### src/rtl/branch_predict_unit_pkg.sv
// Shared encodings and helpers for the branch predictor.
// Holds the 2-bit BHT counter encodings, the counter reset value and the
// saturating counter update used by the counter array.
package branch_predict_unit_pkg;

    localparam logic [1:0] BHT_SNT       = 2'b00;   // strongly not-taken
    localparam logic [1:0] BHT_WNT       = 2'b01;   // weakly not-taken
    localparam logic [1:0] BHT_WT        = 2'b10;   // weakly taken
    localparam logic [1:0] BHT_ST        = 2'b11;   // strongly taken
    localparam logic [1:0] BHT_RESET_VAL = BHT_WNT;

    // Saturating step toward the observed outcome.
    function automatic logic [1:0] bht_next(input logic [1:0] cnt, input logic taken);
        logic [1:0] res;
        if (taken) begin
            res = (cnt == BHT_ST) ? BHT_ST : cnt + 2'd1;
        end else begin
            res = (cnt == BHT_SNT) ? BHT_SNT : cnt - 2'd1;
        end
        return res;
    endfunction

endpackage

### src/rtl/branch_predict_unit_bht_counter_array.sv
// 2^IDX_W x 2-bit saturating counter table.
// Ports:
//   clk, rst      clock, synchronous active-high reset (all entries -> WNT)
//   rd_idx_i      lookup index
//   rd_cnt_c_o    counter at rd_idx_i, combinational (pre-update on same-index write)
//   wr_en_i       train enable
//   wr_idx_i      train index
//   wr_taken_i    observed outcome used for the saturating update
module bht_counter_array
    import branch_predict_unit_pkg::*;
#(
    parameter int unsigned IDX_W = 4
) (
    input  logic             clk,
    input  logic             rst,
    input  logic [IDX_W-1:0] rd_idx_i,
    output logic [1:0]       rd_cnt_c_o,
    input  logic             wr_en_i,
    input  logic [IDX_W-1:0] wr_idx_i,
    input  logic             wr_taken_i
);

    localparam int unsigned NUM_ENTRIES = 2 ** IDX_W;

    logic [1:0] cnt_q [NUM_ENTRIES];

    // Async read returns the stored value, so a same-cycle write is not forwarded.
    assign rd_cnt_c_o = cnt_q[rd_idx_i];

    // Counter storage with single training port.
    always_ff @(posedge clk) begin
        if (rst) begin
            for (int i = 0; i < NUM_ENTRIES; i++) begin
                cnt_q[i] <= BHT_RESET_VAL;
            end
        end else if (wr_en_i) begin
            cnt_q[wr_idx_i] <= bht_next(cnt_q[wr_idx_i], wr_taken_i);
        end
    end

endmodule

### src/rtl/branch_predict_unit.sv
// Dynamic branch predictor with ID-stage resolution.
// IF looks up a 2-bit counter for if_pc; the guess rides with the instruction
// into ID where it is compared against the evaluated outcome. A mismatch raises
// a one-cycle flush with the correct next PC and bumps a saturating statistic.
// Ports:
//   clk, rst                          clock, synchronous active-high reset
//   if_pc, if_valid                   IF-stage instruction
//   if_pred_taken                     combinational guess for if_pc
//   stall_in                          ID operand stall; blocks resolve and training
//   id_branch, id_pc, id_actual_taken, id_target   ID-stage branch info
//   id_pred_taken                     registered guess for the IF/ID instruction
//   flush, redirect_pc                mispredict squash pulse and correct next PC
//   mispredict_cnt                    saturating mispredict count
module branch_predict_unit
    import branch_predict_unit_pkg::*;
#(
    parameter int unsigned BHT_IDX_W = 4,
    parameter int unsigned XLEN      = 32,
    parameter int unsigned CNT_W     = 16
) (
    input  logic             clk,
    input  logic             rst,
    input  logic [XLEN-1:0]  if_pc,
    input  logic             if_valid,
    output logic             if_pred_taken,
    input  logic             stall_in,
    input  logic             id_branch,
    input  logic [XLEN-1:0]  id_pc,
    input  logic             id_actual_taken,
    input  logic [XLEN-1:0]  id_target,
    output logic             id_pred_taken,
    output logic             flush,
    output logic [XLEN-1:0]  redirect_pc,
    output logic [CNT_W-1:0] mispredict_cnt
);

    logic [BHT_IDX_W-1:0] if_idx_c;
    logic [BHT_IDX_W-1:0] id_idx_c;
    logic [1:0]           if_cnt_c;
    logic                 resolve_c;
    logic                 mispredict_c;

    logic             id_pred_taken_q, id_pred_taken_d;
    logic             id_vld_q,        id_vld_d;
    logic             flush_q,         flush_d;
    logic [XLEN-1:0]  redirect_pc_q,   redirect_pc_d;
    logic [CNT_W-1:0] cnt_q,           cnt_d;

    // Only the word-index bits of if_pc select a counter.
    logic unused_if_pc_bits;
    assign unused_if_pc_bits = ^{if_pc[XLEN-1:BHT_IDX_W+2], if_pc[1:0]};

    assign if_idx_c = if_pc[BHT_IDX_W+1:2];
    assign id_idx_c = id_pc[BHT_IDX_W+1:2];

    bht_counter_array #(
        .IDX_W (BHT_IDX_W)
    ) u_bht (
        .clk        (clk),
        .rst        (rst),
        .rd_idx_i   (if_idx_c),
        .rd_cnt_c_o (if_cnt_c),
        .wr_en_i    (resolve_c),
        .wr_idx_i   (id_idx_c),
        .wr_taken_i (id_actual_taken)
    );

    assign if_pred_taken = if_cnt_c[1];

    // A flushed slot is a bubble, so it can never resolve (no back-to-back flush).
    assign resolve_c    = id_vld_q & id_branch & ~stall_in & ~flush_q;
    assign mispredict_c = resolve_c & (id_actual_taken != id_pred_taken_q);

    // Next-state: IF->ID pipe, flush pulse, redirect target, statistics.
    always_comb begin
        id_pred_taken_d = id_pred_taken_q;
        id_vld_d        = id_vld_q;
        redirect_pc_d   = redirect_pc_q;
        cnt_d           = cnt_q;
        flush_d         = mispredict_c;

        if (flush_q) begin
            id_pred_taken_d = 1'b0;
            id_vld_d        = 1'b0;
        end else if (!stall_in) begin
            id_pred_taken_d = if_valid & if_pred_taken;
            id_vld_d        = if_valid;
        end

        if (mispredict_c) begin
            redirect_pc_d = id_actual_taken ? id_target : id_pc + XLEN'(4);
            if (cnt_q != {CNT_W{1'b1}}) begin
                cnt_d = cnt_q + CNT_W'(1);
            end
        end
    end

    // State registers; reset drops any resolution pending in this cycle.
    always_ff @(posedge clk) begin
        if (rst) begin
            id_pred_taken_q <= 1'b0;
            id_vld_q        <= 1'b0;
            flush_q         <= 1'b0;
            redirect_pc_q   <= '0;
            cnt_q           <= '0;
        end else begin
            id_pred_taken_q <= id_pred_taken_d;
            id_vld_q        <= id_vld_d;
            flush_q         <= flush_d;
            redirect_pc_q   <= redirect_pc_d;
            cnt_q           <= cnt_d;
        end
    end

    assign id_pred_taken  = id_pred_taken_q;
    assign flush          = flush_q;
    assign redirect_pc    = redirect_pc_q;
    assign mispredict_cnt = cnt_q;

endmodule

### config.mk
export PLATFORM = sky130hd
export DESIGN_NAME = branch_predict_unit
export DESIGN_NICKNAME = d
export VERILOG_FILES = /design/src/rtl/branch_predict_unit_pkg.sv /design/src/rtl/branch_predict_unit_bht_counter_array.sv /design/src/rtl/branch_predict_unit.sv
export SDC_FILE = /design/constraint.sdc
export NUM_CORES = 1
export LEC_CHECK = 0
export CAP_MARGIN = 20
export CORE_MARGIN = 2
export CORE_UTILIZATION = 45
export DETAILED_ROUTE_END_ITERATION = 16
export PLACE_DENSITY = 0.78
export SLEW_MARGIN = 10
export SYNTH_ARGS = -nofsm -noshare
export SYNTH_HDL_FRONTEND = slang
export SYNTH_HIERARCHICAL = 1
export SYNTH_SLANG_ARGS = --single-unit
### constraint.sdc
create_clock -name clk -period 3.8 [get_ports clk]
set_input_delay 0.76 -clock clk [delete_from_list [all_inputs] [get_ports clk]]
set_output_delay 0.76 -clock clk [all_outputs]
set_load 0.02 [all_outputs]
Word level (Yosys, flattened, before mapping)
Memories as Yosys holds them, arrays and structs flattened.
Cells that the tools add are included.
{"block": "totals", "regBits": 51, "n_memories": 1, "output_inout_bits": 51, "word_cells": 38, "input_bits": 102, "mem_bits_rw": 32}
{"memory": "u_bht.cnt_q", "words": 16, "width": 2, "rd": 2, "rd_clocked_by_memory_dff": 0, "write_ports": 16, "line": "branch_predict_unit_bht_counter_array.sv:25", "text": "logic [1:0] cnt_q [NUM_ENTRIES];"}
{"block": "classes", "n_mux": 14, "addsub": 4, "eq_ne": 3, "bitwise_logic": 7, "n_reduce_logical": 4}
{"op": "32-bit by 3-bit adder with 32-bit output, second input constant", "n": 1}
{"op": "32-bit 2-to-1 mux", "n": 1}
{"op": "16-bit by 1-bit adder with 16-bit output, second input constant", "n": 1}
{"op": "16-bit inequality test, second input constant", "n": 1}
{"op": "2-bit 2-to-1 mux", "n": 6}
{"op": "1-bit 2-to-1 mux", "n": 6}
{"op": "1-bit AND", "n": 5}
{"op": "4-bit 2-to-1 mux", "n": 1}
{"op": "2-bit OR reduction", "n": 2}
{"op": "2-bit by 1-bit adder with 2-bit output, second input constant", "n": 1}
{"op": "2-bit equality test, second input constant", "n": 1}
{"op": "2-bit zero test", "n": 1}
{"op": "1-bit inverter", "n": 2}
{"op": "2-bit AND reduction", "n": 1}
{"op": "2-bit by 1-bit subtractor with 2-bit output, second input constant", "n": 1}
{"op": "1-bit inequality test", "n": 1}

Logic depth before layout (Yosys ltp)
{"block": "logic_depth", "depth_word": 8, "depth_mapped": 8, "ltp_nobuf": 6}

Modules after synthesis
Netlist, hierarchy kept.
{"mod": "branch_predict_unit", "n_inst": 1, "seq_area_each_um2": 1021.0, "area_each_um2": 2904.0, "cells_per_inst": 361}
{"mod": "bht_counter_array", "n_inst": 1, "seq_area_each_um2": 960.9, "area_each_um2": 1975.6, "cells_per_inst": 153}

Worst setup path before layout
OpenSTA, ideal clock, no wires.
{"block": "synth_path", "kind": "in2out", "startpoint": "input port if_pc[2]", "endpoint": "output port if_pred_taken", "required_time_ps": 3040, "path_slack_ps": 758, "cell_stages": 3, "n_path_buf": 1, "arrival_time_ps": 2282, "path_cell_list": "clkbuf_1 > mux4_2 > mux4_2"}
{"block": "synth_via", "elab_chain_len": 1}
{"element": "from (decl)", "line": "branch_predict_unit.sv:23", "text": "input logic [XLEN-1:0] if_pc,"}
{"element": "memory read 16 x 2 bit"}
{"element": "to (decl)", "line": "branch_predict_unit.sv:25", "text": "output logic if_pred_taken,"}
Every way passes these cells.

Worst setup path in the final report
{"block": "layout_path", "startpoint": "input port if_pc[3]", "endpoint": "output port if_pred_taken"}
The elaborated chain is that of the path after synthesis.

==> flow_metrics.tcl <==
set metrics [dict create \
    hold_class "register to register" \
    grtUsageTotal 0.233 \
    syn2layout_area_growth_pct 32.9 \
    top_level_ports 153 \
    tightest_slew_ns 0.888 \
    start_util 0.462 \
    clk_latency_ns 0.37 \
    wire_per_inst_um 17.0 \
    n_antenna_cell 0 \
    layout_commonest_cell "clkdlybuf4s50_1" \
    h-tree-depth 3 \
    path_buf_inv 2 \
    dpl_cell_area_mm2 0.00613 \
    worstSetupStartpointType "primary input" \
    p_leak_nw 2.06 \
    hold_violations 0 \
    whs_path_depth 2 \
    drive_gt1_frac 0.111 \
    grt_pass1_vias 4115 \
    fillCellCount 871 \
    clk_pin_slew_worst_paths_ns 0.09 \
    hpwlAfterDp_um 9530 \
    reg2reg_depth 6 \
    cpPeakStageDelay_ns 0.57 \
    cts_root_buffer "clkbuf_8" \
    maxCapViolations 0 \
    design_area_mm2 0.00634 \
    drtIter0Drc 213 \
    rr_endpoint "u_bht/cnt_q[9][0]" \
    cts_buffers 9 \
    clock_sinks 83 \
    antenna_found_initial 0 \
    grt_start_max_net_pins 69 \
    die-area_mm2 0.0114 \
    nNetsFinal 730 \
    crit_slowest_cell "clkdlybuf4s50_1" \
    hold_ws_ns 0.462 \
    crit_required_ns 3.04 \
    coreArea_mm2 0.0103 \
    outcome "complete, no violations" \
    rows 37 \
    yosysWarnings 6 \
    grt_overflow_total 0 \
    rsz0062_at_grt "false" \
    ir_drop_mv 0.156 \
    fin_crit_sh 0.923 \
    grt_pass1_wl_um 21000 \
    slew_headroom 0.403 \
    gp_congestion 0.864 \
    tns_ns 0 \
    post_cts_resized 0 \
    post_cts_buffers 0 \
    power_density_mw_per_mm2 294 \
    syn_inst 509 \
    via_per_inst 5.71 \
    fmax_mhz 285 \
    slew_viol_final 0 \
    drt_pass1_iterations 7 \
    die_height_um 107 \
    crit_start "if_pc[3]" \
    io_buffers 124 \
    path_delay_family "buffers and inverters" \
    arrival_ns 2.75 \
    syn_avg_cell_area_um2 9.37 \
    rr_startpoint "flush" \
    route.detailed.drc 0 \
    num_vias 4381 \
    critical_path.endpoint_type "output pin" \
    path_cells "clkdlybuf4s50_1 -> mux4_2 -> mux4_2 -> clkdlybuf4s50_1" \
    skew_ns 0.0174 \
    routed_wl_um 13100 \
    clockBufferDepth 2 \
    path_class "primary input to output pin" \
    endpoint "if_pred_taken" \
    regToRegSetupSlack_ns 1.44 \
    syn_nets 613 \
    worstPathMaxFanout 4 \
    die_x_um 107 \
    cp.depth 4 \
    syn_area_mm2 0.00477 \
    final_cell_mix "clkdlybuf4s50_1 (122), nand2_1 (57), dfxtp_1 (51)" \
    cts_hold_buf 0 \
    cts_tree "done" \
    period_needed_ns 3.51 \
    setup_viol 0 \
    ant_nets 0 \
]
==> cell type report <==
type                            count  area (µm²)  area share
Clock buffer                       10         149      0.0235
Timing Repair Buffer              139        1350       0.213
Multi-Input combinational cell    384        2600       0.410
Tap cell                          136         170      0.0269
Inverter                            9        33.8     0.00533
Clock inverter                      6        53.8     0.00849
Sequential cell                    83        1980       0.313
==> tightest hold or removal path: stages, from the launching register on <==
cell and delay (ns):
dfxtp_1 0.32, nand2_1 0.05, a21oi_1 0.05
==> worst min-delay path by stage <==
stage	start	end
4_1_cts	redirect_pc[8]	redirect_pc[8]
3_5_place_dp	redirect_pc[8]	redirect_pc[8]
3_3_place_gp	redirect_pc[4]	redirect_pc[4]
5_1_grt	redirect_pc[4]	redirect_pc[4]
2_1_floorplan	id_vld_q	id_vld_q
6_report	redirect_pc[9]	redirect_pc[9]
==> state kept, by name, indices dropped and copies added, names as in the netlist <==
name            flops
flush               1
mispredict_cnt     16
redirect_pc        32
u_bht/cnt_q        32
id_vld_q            1
id_pred_taken       1
==> power breakdown <==
part           leakage (nW)  switching (W)  internal (W)
clock network         0.101       0.000354      0.000289
registers             0.688     0.00000723      0.000933
logic                  1.28       0.000141      0.000138
==> per-layer routing <==
| layer | routed length (µm) | global-route usage | share of wire |
|---|---|---|---|
| met5 | 0 | 0 | 0 |
| met4 | 298 | 0.0807 | 0.023 |
| met3 | 865 | 0.0444 | 0.066 |
| met2 | 6150 | 0.373 | 0.47 |
| met1 | 5760 | 0.318 | 0.44 |
==> through the flow <==
step           total power (W)  instances   util  worst slack (ns)
6_report               0.00186        767  0.614             0.291
3_5_place_dp           0.00124        751  0.594           0.00309
3_3_place_gp           0.00123        751  0.594            0.0224
4_1_cts                0.00187        767  0.614           0.00341
2_1_floorplan          0.00110        509      -             0.970
5_1_grt                0.00194        767  0.614             0.251
(Power assumes the default switching activity.)
